<file path="config.mk">
export PLATFORM = sky130hd
export DESIGN_NAME = conv_engine_p
export DESIGN_NICKNAME = d
export VERILOG_FILES = /design/src/rtl/conv_engine_p.sv
export SDC_FILE = /design/constraint.sdc
export NUM_CORES = 1
export LEC_CHECK = 0
export ABC_AREA = 1
export CAP_MARGIN = 20
export CORE_AREA = 2 2 169 105
export CTS_BUF_LIST = sky130_fd_sc_hd__clkbuf_4 sky130_fd_sc_hd__clkbuf_8
export CTS_CLUSTER_DIAMETER = 150
export CTS_CLUSTER_SIZE = 25
export DETAILED_ROUTE_END_ITERATION = 16
export DIE_AREA = 0 0 171 107
export GPL_TIMING_DRIVEN = 0
export PLACE_DENSITY_LB_ADDON = 0.08
export SYNTH_ARGS = -nofsm -noshare
export SYNTH_HDL_FRONTEND = slang
export SYNTH_SLANG_ARGS = --single-unit
</file>
<file path="constraint.sdc">
create_clock -name clk -period 5.7 [get_ports clk]
set_input_delay 1.14 -clock clk [delete_from_list [all_inputs] [get_ports clk]]
set_output_delay 1.14 -clock clk [all_outputs]
set_load 0.1 [all_outputs]
</file>
<file path="src/rtl/conv_engine_p.sv">
// Sequential KxK 2-D convolution engine: reads one tap per cycle from an external image store,
// multiplies by a captured signed kernel and emits one result per output pixel in raster order.
module conv_engine_p #(
  parameter int IMG_ROWS = 10,
  parameter int IMG_COLS = 12,
  parameter int K        = 3,
  parameter int PIX_W    = 4,
  parameter int COEF_W   = 8,
  parameter int ACC_W    = 20
) (
  input  logic                          clk,
  input  logic                          rst,
  input  logic                          start,
  input  logic                          stride2,
  input  logic                          relu_en,
  input  logic [K*K*COEF_W-1:0]         kernel_flat,
  output logic                          img_rd_en,
  output logic [$clog2(IMG_ROWS)-1:0]   img_row,
  output logic [$clog2(IMG_COLS)-1:0]   img_col,
  input  logic [PIX_W-1:0]              img_data,
  output logic                          out_valid,
  input  logic                          out_ready,
  output logic [ACC_W-1:0]              out_data,
  output logic                          out_eol,
  output logic                          out_last,
  output logic                          busy,
  output logic                          done,
  output logic [15:0]                   cycle_cnt
);

  localparam int RW  = $clog2(IMG_ROWS);
  localparam int CW  = $clog2(IMG_COLS);
  localparam int NT  = K * K;
  localparam int TW  = $clog2(NT + 1);
  localparam int KW  = (K > 1) ? $clog2(K) : 1;
  localparam int OR1 = IMG_ROWS - K + 1;
  localparam int OC1 = IMG_COLS - K + 1;
  localparam int OR2 = (IMG_ROWS - K) / 2 + 1;
  localparam int OC2 = (IMG_COLS - K) / 2 + 1;

  if (K > IMG_ROWS || K > IMG_COLS) begin : g_bad_kernel
    $error("conv_engine_p: kernel larger than image");
  end

  typedef enum logic [1:0] {StIdle, StLoad, StCalc, StEmit} state_e;

  state_e                   state_q, state_d;
  logic [K*K*COEF_W-1:0]    kernel_q, kernel_d;
  logic                     stride_q, stride_d;
  logic                     relu_q, relu_d;
  logic                     busy_q, busy_d;
  logic                     done_q, done_d;
  logic [15:0]              cnt_q, cnt_d;
  logic signed [ACC_W-1:0]  acc_q, acc_d;
  logic [RW-1:0]            row_q, row_d;
  logic [CW-1:0]            col_q, col_d;
  logic [TW-1:0]            tap_cnt_q, tap_cnt_d;
  logic [KW-1:0]            tap_r_q, tap_r_d;
  logic [KW-1:0]            tap_c_q, tap_c_d;

  logic                     rd_now;
  logic                     col_end, row_end;
  logic [RW-1:0]            base_row;
  logic [CW-1:0]            base_col;
  logic [TW-1:0]            coef_idx;
  logic signed [COEF_W-1:0] coef_sel;
  logic signed [ACC_W-1:0]  pix_ext, coef_ext, prod;

  assign rd_now   = (state_q == StCalc) && (tap_cnt_q < TW'(NT));
  assign col_end  = col_q == (stride_q ? CW'(OC2 - 1) : CW'(OC1 - 1));
  assign row_end  = row_q == (stride_q ? RW'(OR2 - 1) : RW'(OR1 - 1));
  assign base_row = stride_q ? (row_q << 1) : row_q;
  assign base_col = stride_q ? (col_q << 1) : col_q;

  // Pixel returned this cycle belongs to the tap issued one cycle earlier.
  assign coef_idx = (tap_cnt_q == '0) ? '0 : tap_cnt_q - 1'b1;
  assign coef_sel = kernel_q[coef_idx*COEF_W +: COEF_W];
  assign pix_ext  = ACC_W'(img_data);
  assign coef_ext = ACC_W'(coef_sel);
  assign prod     = pix_ext * coef_ext;

  always_comb begin
    state_d   = state_q;
    kernel_d  = kernel_q;
    stride_d  = stride_q;
    relu_d    = relu_q;
    busy_d    = busy_q;
    done_d    = 1'b0;
    cnt_d     = cnt_q;
    acc_d     = acc_q;
    row_d     = row_q;
    col_d     = col_q;
    tap_cnt_d = tap_cnt_q;
    tap_r_d   = tap_r_q;
    tap_c_d   = tap_c_q;

    if (busy_q && cnt_q != 16'hFFFF) begin
      cnt_d = cnt_q + 16'd1;
    end

    unique case (state_q)
      StIdle: begin
        if (start) begin
          kernel_d = kernel_flat;
          stride_d = stride2;
          relu_d   = relu_en;
          cnt_d    = '0;
          busy_d   = 1'b1;
          state_d  = StLoad;
        end
      end
      StLoad: begin
        row_d     = '0;
        col_d     = '0;
        acc_d     = '0;
        tap_cnt_d = '0;
        tap_r_d   = '0;
        tap_c_d   = '0;
        state_d   = StCalc;
      end
      StCalc: begin
        if (tap_cnt_q != '0) begin
          acc_d = acc_q + prod;
        end
        if (tap_cnt_q == TW'(NT)) begin
          tap_cnt_d = '0;
          tap_r_d   = '0;
          tap_c_d   = '0;
          state_d   = StEmit;
        end else begin
          tap_cnt_d = tap_cnt_q + 1'b1;
          if (tap_c_q == KW'(K - 1)) begin
            tap_c_d = '0;
            tap_r_d = tap_r_q + 1'b1;
          end else begin
            tap_c_d = tap_c_q + 1'b1;
          end
        end
      end
      StEmit: begin
        if (out_ready) begin
          acc_d = '0;
          if (col_end && row_end) begin
            row_d   = '0;
            col_d   = '0;
            busy_d  = 1'b0;
            done_d  = 1'b1;
            state_d = StIdle;
          end else begin
            state_d = StCalc;
            if (col_end) begin
              col_d = '0;
              row_d = row_q + 1'b1;
            end else begin
              col_d = col_q + 1'b1;
            end
          end
        end
      end
      default: state_d = StIdle;
    endcase
  end

  always_ff @(posedge clk or posedge rst) begin
    if (rst) begin
      state_q   <= StIdle;
      kernel_q  <= '0;
      stride_q  <= 1'b0;
      relu_q    <= 1'b0;
      busy_q    <= 1'b0;
      done_q    <= 1'b0;
      cnt_q     <= '0;
      acc_q     <= '0;
      row_q     <= '0;
      col_q     <= '0;
      tap_cnt_q <= '0;
      tap_r_q   <= '0;
      tap_c_q   <= '0;
    end else begin
      state_q   <= state_d;
      kernel_q  <= kernel_d;
      stride_q  <= stride_d;
      relu_q    <= relu_d;
      busy_q    <= busy_d;
      done_q    <= done_d;
      cnt_q     <= cnt_d;
      acc_q     <= acc_d;
      row_q     <= row_d;
      col_q     <= col_d;
      tap_cnt_q <= tap_cnt_d;
      tap_r_q   <= tap_r_d;
      tap_c_q   <= tap_c_d;
    end
  end

  assign img_rd_en = rd_now;
  assign img_row   = rd_now ? base_row + RW'(tap_r_q) : '0;
  assign img_col   = rd_now ? base_col + CW'(tap_c_q) : '0;

  assign out_valid = state_q == StEmit;
  assign out_data  = !out_valid ? '0 : (relu_q && acc_q[ACC_W-1]) ? '0 : acc_q;
  assign out_eol   = out_valid && col_end;
  assign out_last  = out_valid && col_end && row_end;
  assign busy      = busy_q;
  assign done      = done_q;
  assign cycle_cnt = cnt_q;

endmodule

</file>
==> impl_results.md, run 1 <==
* Status: finished clean
* CP Cell Sequence: inv_2 -> buf_1 -> nand3_1 -> nand3_1 -> nand3_1 -> nand3_2 -> nand3_2 -> clkinvlp_4 -> fa_1 -> fa_1 -> inv_1 -> fa_1 -> inv_1 -> ha_1 -> nand2_1 -> inv_1 -> a21oi_1 -> nor2_1 -> nor2_1 -> nand3_1 -> nand2_1 -> o21ai_0
* Diodes inserted at 0
* Adder-cell share of the synthesized area at 16.3%
* Share of synthesized flip-flops with an asynchronous set or reset at 100%
* Primary FF master, synth: dfrtp_1
* Relative slew slack at 32.1%
* Setup CP Type: flop to flop
* Num rows at 37
* Pin count of the biggest net entering global routing at 98
* Max-slew violations at 0
* Final period demand of the worst path at 5.36 ns
* Starting density of the core at 56.2%
* Mapped Avg Cell Area at 7.34 um2
* Layout filler cell count at 1449
* Final period util at 94.1%
* Clock power share at 13.7%
* Final net count at 1611
* Top cells by area, synth: dfrtp_1 35%, nand2_1 16%, fa_1 9.4%
* Sw power at 3950 uW
* Clock transition at the registers of the reported paths at 0.09 ns
* GPL Wtd Cong at 0.963
* Peak supply drop at 0.000373 V
* Die Height at 107 um
* Postcts setup bufs at 0
* Synth Area in XOR/XNOR at 1.21%
* PortBufs at 131
* Root buffer cell: clkbuf_8
* Total Routing Usage GR at 30.4%
* Final setup fails at 0
* Antenna violations before repair at 1
* Yosys reg bits at 130
* Ys Warns at 0
* Most used cell along the critical path: nand3_1
* Post-route DRC at 0
* Vias in the first global route at 8506
* First-pass GRT wire length at 43200 um
* Seq/Total Area, Yosys at 34.6%
* Area grow syn2layout at 23.0%
* CTS Sinks at 130
* Worst Tran Pin Value at 1.02 ns
* Worst Path Required at 6.04 ns
* Fmax at 0.186 GHz
* Clock buffer depth at 2
* Htree depth at 4
* Routed len/inst at 15.7 um
* Synth cell types at 41
* Worst Skew at 0.0219 ns
* Syn nets at 1460
* Cell with the most instances after synthesis: nand2_1
* Power Density at 647 nW/um2
* CTS Buf Count at 17
* Crit path buf inv count at 6
* Iteration-0 DRC count of the detailed router at 957
* Simple-gate portion of the synthesized area at 31.6%
* TritonRoute pass-1 iters at 7
* Cell family with most CP delay: adder cells
* Final Hold Fails at 0
* Core area at 16800 um2
* Most common library cells after synthesis: 407 x nand2_1, 180 x inv_1, 139 x nand3_1
* Net Sw Frac at 52.7%
* CTS tree: built
* Total number of vias at 8991
* Vias per cell at 5.35
* Total power draw at 7490 uW
* Max_cap viols at 0
* Kind of start point of the critical path: flop
* Setup TNS at 0 ns
* Lkg Pwr at 0.00592 uW
* Post-synth EDFFs at 0
* Layout cell share with drive strength beyond 1 at 5.81%
* Crit path largest cell delay at 0.53 ns
* Wirelength, routed at 26400 um
* Crit path max fanout at 10
* Min-Delay Path Class: flop to flop
* Largest family of logic cells by synthesized area: simple AND/OR/NAND/NOR gates
* Final HPWL DP at 20500 um
* Post-synthesis mux area share at 0.106%
* Clock latency at the later pin of the worst-skew pair at 0.45 ns
* Part of the power in registers at 19.7%
* Crit-path slowest cell: fa_1
* Area leader, netlist: dfrtp_1
* Gr ovfl total at 0
* Synth Instances at 1282
* Critical path capture point type: flop
* Compound-Gate Fraction of Synth Area at 6.49%
* Die area at 18300 um2
* Yosys top cell area share at 34.6%
* Logic pwr share at 66.6%
* I/O pin total at 132
* CP Data Arrival Time at 5.70 ns
* Pint at 3540 uW
* Post-route ant nets at 0
* Die W at 171 um
* Mapped Area at 9410 um2
[layout by cell type, fill, tap and decap left out, types with 9 or more instances in the layout]
cell type / count
nand4_1: 9
ha_1: 52
a21oi_1: 38
fa_1: 44
dfrtp_1: 130
inv_1: 177
clkbuf_8: 17
nand2_1: 407
o21ai_0: 52
clkbuf_1: 16
nand3_1: 137
clkdlybuf4s50_1: 131
nor2_1: 96
nor3_1: 24
[timing repair]
item / 4_1_cts / 5_1_grt
hold buffers: 0 / 0
gates resized for setup: 0 / 4
setup endpoints to repair: 0 / 10
[power groups by stage]
stage	logic [uW]	clock network, uW	registers [uW]
after floorplan	3570	0	1520
after global placement	4710	0	1480
after detailed placement	4840	0	1480
after CTS	4890	1030	1470
after global routing	5670	1070	1510
final	4990	1020	1480
[kinds of logic (layout without fill, tap and decap cells)]
family | after synthesis | in the layout
AO/OA/AOI/OAI | 113 | 113
XOR/XNOR | 13 | 13
adder cells (fa/ha/maj) | 96 | 96
buffers and inverters | 227 | 390
flip-flops | 130 | 130
multiplexers | 1 | 1
AND/OR/NAND/NOR | 702 | 702
[tightest hold or removal path: stages, from the launching register on]
cell and delay, ns:
dfrtp_1 0.35, nand2_1 0.05, nand2_1 0.06
[metal layers]
metal / share of wire (%) / vias up / GRT usage (%)
met5: 0 / - / 0
met4: 0.88 / 0 / 5.27
met3: 11 / 26 / 8.08
met2: 40 / 468 / 42.4
met1: 48 / 4166 / 47.5
li1: - / 4331 / -
[area by class of cell]
type | instances | area, um2 | share of cell area, %
clock inverters | 14 | 274 | 2.37
repair buffers | 132 | 1340 | 11.6
inverters | 189 | 727 | 6.28
well taps | 234 | 293 | 2.53
clock buffers | 17 | 234 | 2.02
flip-flops and latches | 130 | 3250 | 28.1
plain buffers | 38 | 208 | 1.79
multi-input cells | 925 | 5250 | 45.3
[registers in the layout (all words and copies together) (netlist names)]
| register | count |
|---|---|
| kernel_q | 72 |
| acc_q | 20 |
| cycle_cnt | 16 |
| col_q | 4 |
| row_q | 4 |
| tap_cnt_q | 4 |
| state_q | 2 |
| tap_c_q | 2 |
| tap_r_q | 2 |
| busy | 1 |
| done | 1 |
| relu_q | 1 |
| stride_q | 1 |
[worst paths after layout]
kind	slack, ns	cells after the start	end	startpoint
min in group asynchronous	1.06	2	row_q[2]	rst
worst max-delay path	0.34	22	acc_q[15]	tap_cnt_q[0]
worst max register to register	0.34	22	acc_q[15]	tap_cnt_q[0]
max in group asynchronous	3.83	3	kernel_q[65]	rst
worst min-delay path	0.49	2	kernel_q[12]	kernel_q[12]
worst min register to register	0.49	2	kernel_q[12]	kernel_q[12]
[metrics by stage]
stage	worst slack, ns	hold slack, ns	std cells	instance area, um2	utilization (%)
after floorplan	0.511	0.449	1282	9410	-
after global placement	-1.02	0.465	1647	11000	65.7
after detailed placement	-0.180	0.466	1648	11000	65.9
after CTS	0.0927	0.487	1679	11600	69.0
after global routing	-0.0247	0.499	1679	11600	69.1
final	0.336	0.486	1679	11600	69.1
No activity file was read; power rests on OpenSTA's default activity.
==> run 2: changes to the inputs <==
--- a/config.mk
+++ b/config.mk
@@ -7,12 +7,12 @@
 export LEC_CHECK = 0
 export ABC_AREA = 1
 export CAP_MARGIN = 20
-export CORE_AREA = 2 2 169 105
+export CORE_AREA = 2 2 172 107
 export CTS_BUF_LIST = sky130_fd_sc_hd__clkbuf_4 sky130_fd_sc_hd__clkbuf_8
 export CTS_CLUSTER_DIAMETER = 150
 export CTS_CLUSTER_SIZE = 25
 export DETAILED_ROUTE_END_ITERATION = 16
-export DIE_AREA = 0 0 171 107
+export DIE_AREA = 0 0 174 109
 export GPL_TIMING_DRIVEN = 0
 export PLACE_DENSITY_LB_ADDON = 0.08
 export SYNTH_ARGS = -nofsm -noshare
==> impl_results.md, run 2 (synthesized netlist as in run 1, its figures left out) <==
* Final period demand of the worst path at 5.29 ns
* Commonest non-fill, non-tap cell in the layout: nand2_1
* Worst Skew at 0.0181 ns
* Root buffer cell: clkbuf_8
* Min-Delay Path Class: flop to flop
* Diodes inserted at 0
* Total number of vias at 8883
* RR Startpoint: tap_cnt_q[3]
* Lkg Pwr at 0.00586 uW
* Non-filler cells, final at 1686
* Pin count of the biggest net entering global routing at 68
* Total Routing Usage GR at 29.4%
* Final period util at 92.8%
* Routed len/inst at 15.8 um
* R2R cell count at 24
* RSZ-0062 raised after global routing: no
* Max_cap viols at 0
* Final Hold Fails at 0
* Power Density at 637 nW/um2
* Placed insts at 1654
* Worst Tran Pin Value at 1.01 ns
* Antenna violations before repair at 0
* Worst Hold End: acc_q[13]
* Max FFs per register at 72
* TritonRoute pass-1 iters at 5
* GPL Wtd Cong at 0.961
* Num rows at 38
* CTS Sinks at 130
* Max-slew violations at 0
* Die Height at 109 um
* Vias in the first global route at 8416
* DP Area at 11100 um2
* I/O pin total at 132
* Post-route ant nets at 0
* PortBufs at 131
* FF-to-FF setup slack at 0.41 ns
* Post-route DRC at 0
* Clock latency at the later pin of the worst-skew pair at 0.45 ns
* Relative slew slack at 32.8%
* Wirelength, routed at 26600 um
* Clock buffer depth at 2
* Final setup fails at 0
* Htree depth at 4
* Gr ovfl total at 0
* Hold path cells at 2
* Layout cell share with drive strength beyond 1 at 5.95%
* Iteration-0 DRC count of the detailed router at 882
* Vias per cell at 5.27
* Worst Path Required at 6.04 ns
* CTS tree: built
* Kind of start point of the critical path: flop
* Die W at 174 um
* Final net count at 1612
* Fmax at 0.189 GHz
* Reg with most FFs: kernel_q
* Starting density of the core at 53.8%
* RR Endpoint: acc_q[19]
* Die area at 19000 um2
* CTS Buf Count at 17
* First-pass GRT wire length at 43200 um
* CP Data Arrival Time at 5.63 ns
* Area grow syn2layout at 22.0%
* Clock transition at the registers of the reported paths at 0.09 ns
* Final HPWL DP at 20700 um
* Crit path max fanout at 9
* Design area at 11500 um2
* Peak supply drop at 0.000306 V
* Status: finished clean
* Setup CP Type: flop to flop
* Critical path capture point type: flop
* Most frequent cells in the layout: 407 x nand2_1, 177 x inv_1, 137 x nand3_1, 131 x clkdlybuf4s50_1, 130 x dfrtp_1
* Core area at 17500 um2
* Post-route core utilization at 65.6%
* Hold path startpoint: acc_q[13]
* Total power draw at 7320 uW
## run 2: changes by cell type in the layout (fill, tap and decap cells not counted)
cell	before	now
clkbuf_2	1	2
buf_1	6	5
clkinvlp_4	2	6
buf_4	3	4
bufinv_16	7	2
inv_6	4	5
inv_8	1	0
clkbuf_8	17	18
## run 2: repair_timing
item / in CTS / in global routing
gates resized for setup: 0 / 5
hold buffers: 0 / 0
setup endpoints to repair: 0 / 11
buffers inserted: 0 / 1
## run 2: critical path, stage by stage (launching register included)
cell and delay, ns:
dfrtp_1 0.42, nor2_2 0.19, inv_1 0.06, nand2_1 0.09, nand2_4 0.11, inv_4 0.14, nand3_2 0.20, o21ai_2 0.28
nand3_2 0.34, clkinvlp_4 0.34, fa_1 0.47, fa_1 0.51, inv_1 0.07, fa_1 0.54, inv_1 0.04, ha_1 0.34
nand2_1 0.13, nor2_1 0.25, inv_1 0.07, nor2_1 0.11, nand3_1 0.16, nand3_1 0.13, nand2_1 0.06, nand3_1 0.08
nand2_1 0.05
## run 2: routing by layer
metal  vias to the layer above  routed length, um  global-route usage (%)
li1                       4330                  -                       -
met1                      4117              13300                    45.1
met2                       410              10300                    41.7
met3                        26               2660                    7.98
met4                         0                254                    5.58
met5                         -                  0                       0
## run 2: power breakdown
part	switching (uW)	internal [uW]	total (uW)
Sequential	225	1250	1470
Combinational	3340	1680	5020
Clock	421	405	826
Total	3990	3330	7320
## run 2: worst max path at each step
stage,end,depth (start not counted),startpoint
after floorplan,out_data[10],6,state_q[0]
after global placement,kernel_q[31],2,rst
after detailed placement,acc_q[19],18,img_data[1]
after CTS,acc_q[19],23,tap_cnt_q[0]
after global routing,acc_q[19],24,tap_cnt_q[3]
final,acc_q[19],24,tap_cnt_q[3]
## run 2: layout make-up
cell class                      instances  area (um2)
Inverter                              189         727
Fill cell                            1596        6010
Buffer                                 38         209
Clock buffer                           18         248
Tap cell                              240         300
Sequential cell                       130        3250
Clock inverter                         13         151
Multi-Input combinational cell        925        5250
Timing Repair Buffer                  133        1350
## run 2: metrics by stage
stage / TNS, ns / hold slack (ns) / worst slack (ns)
floorplan: 0 / 0.449 / 0.511
global placement: -124.55 / 0.463 / -0.964
detailed placement: -0.921 / 0.469 / -0.190
CTS: 0 / 0.489 / 0.0166
global route: 0 / 0.501 / 0.00269
finish: 0 / 0.491 / 0.409
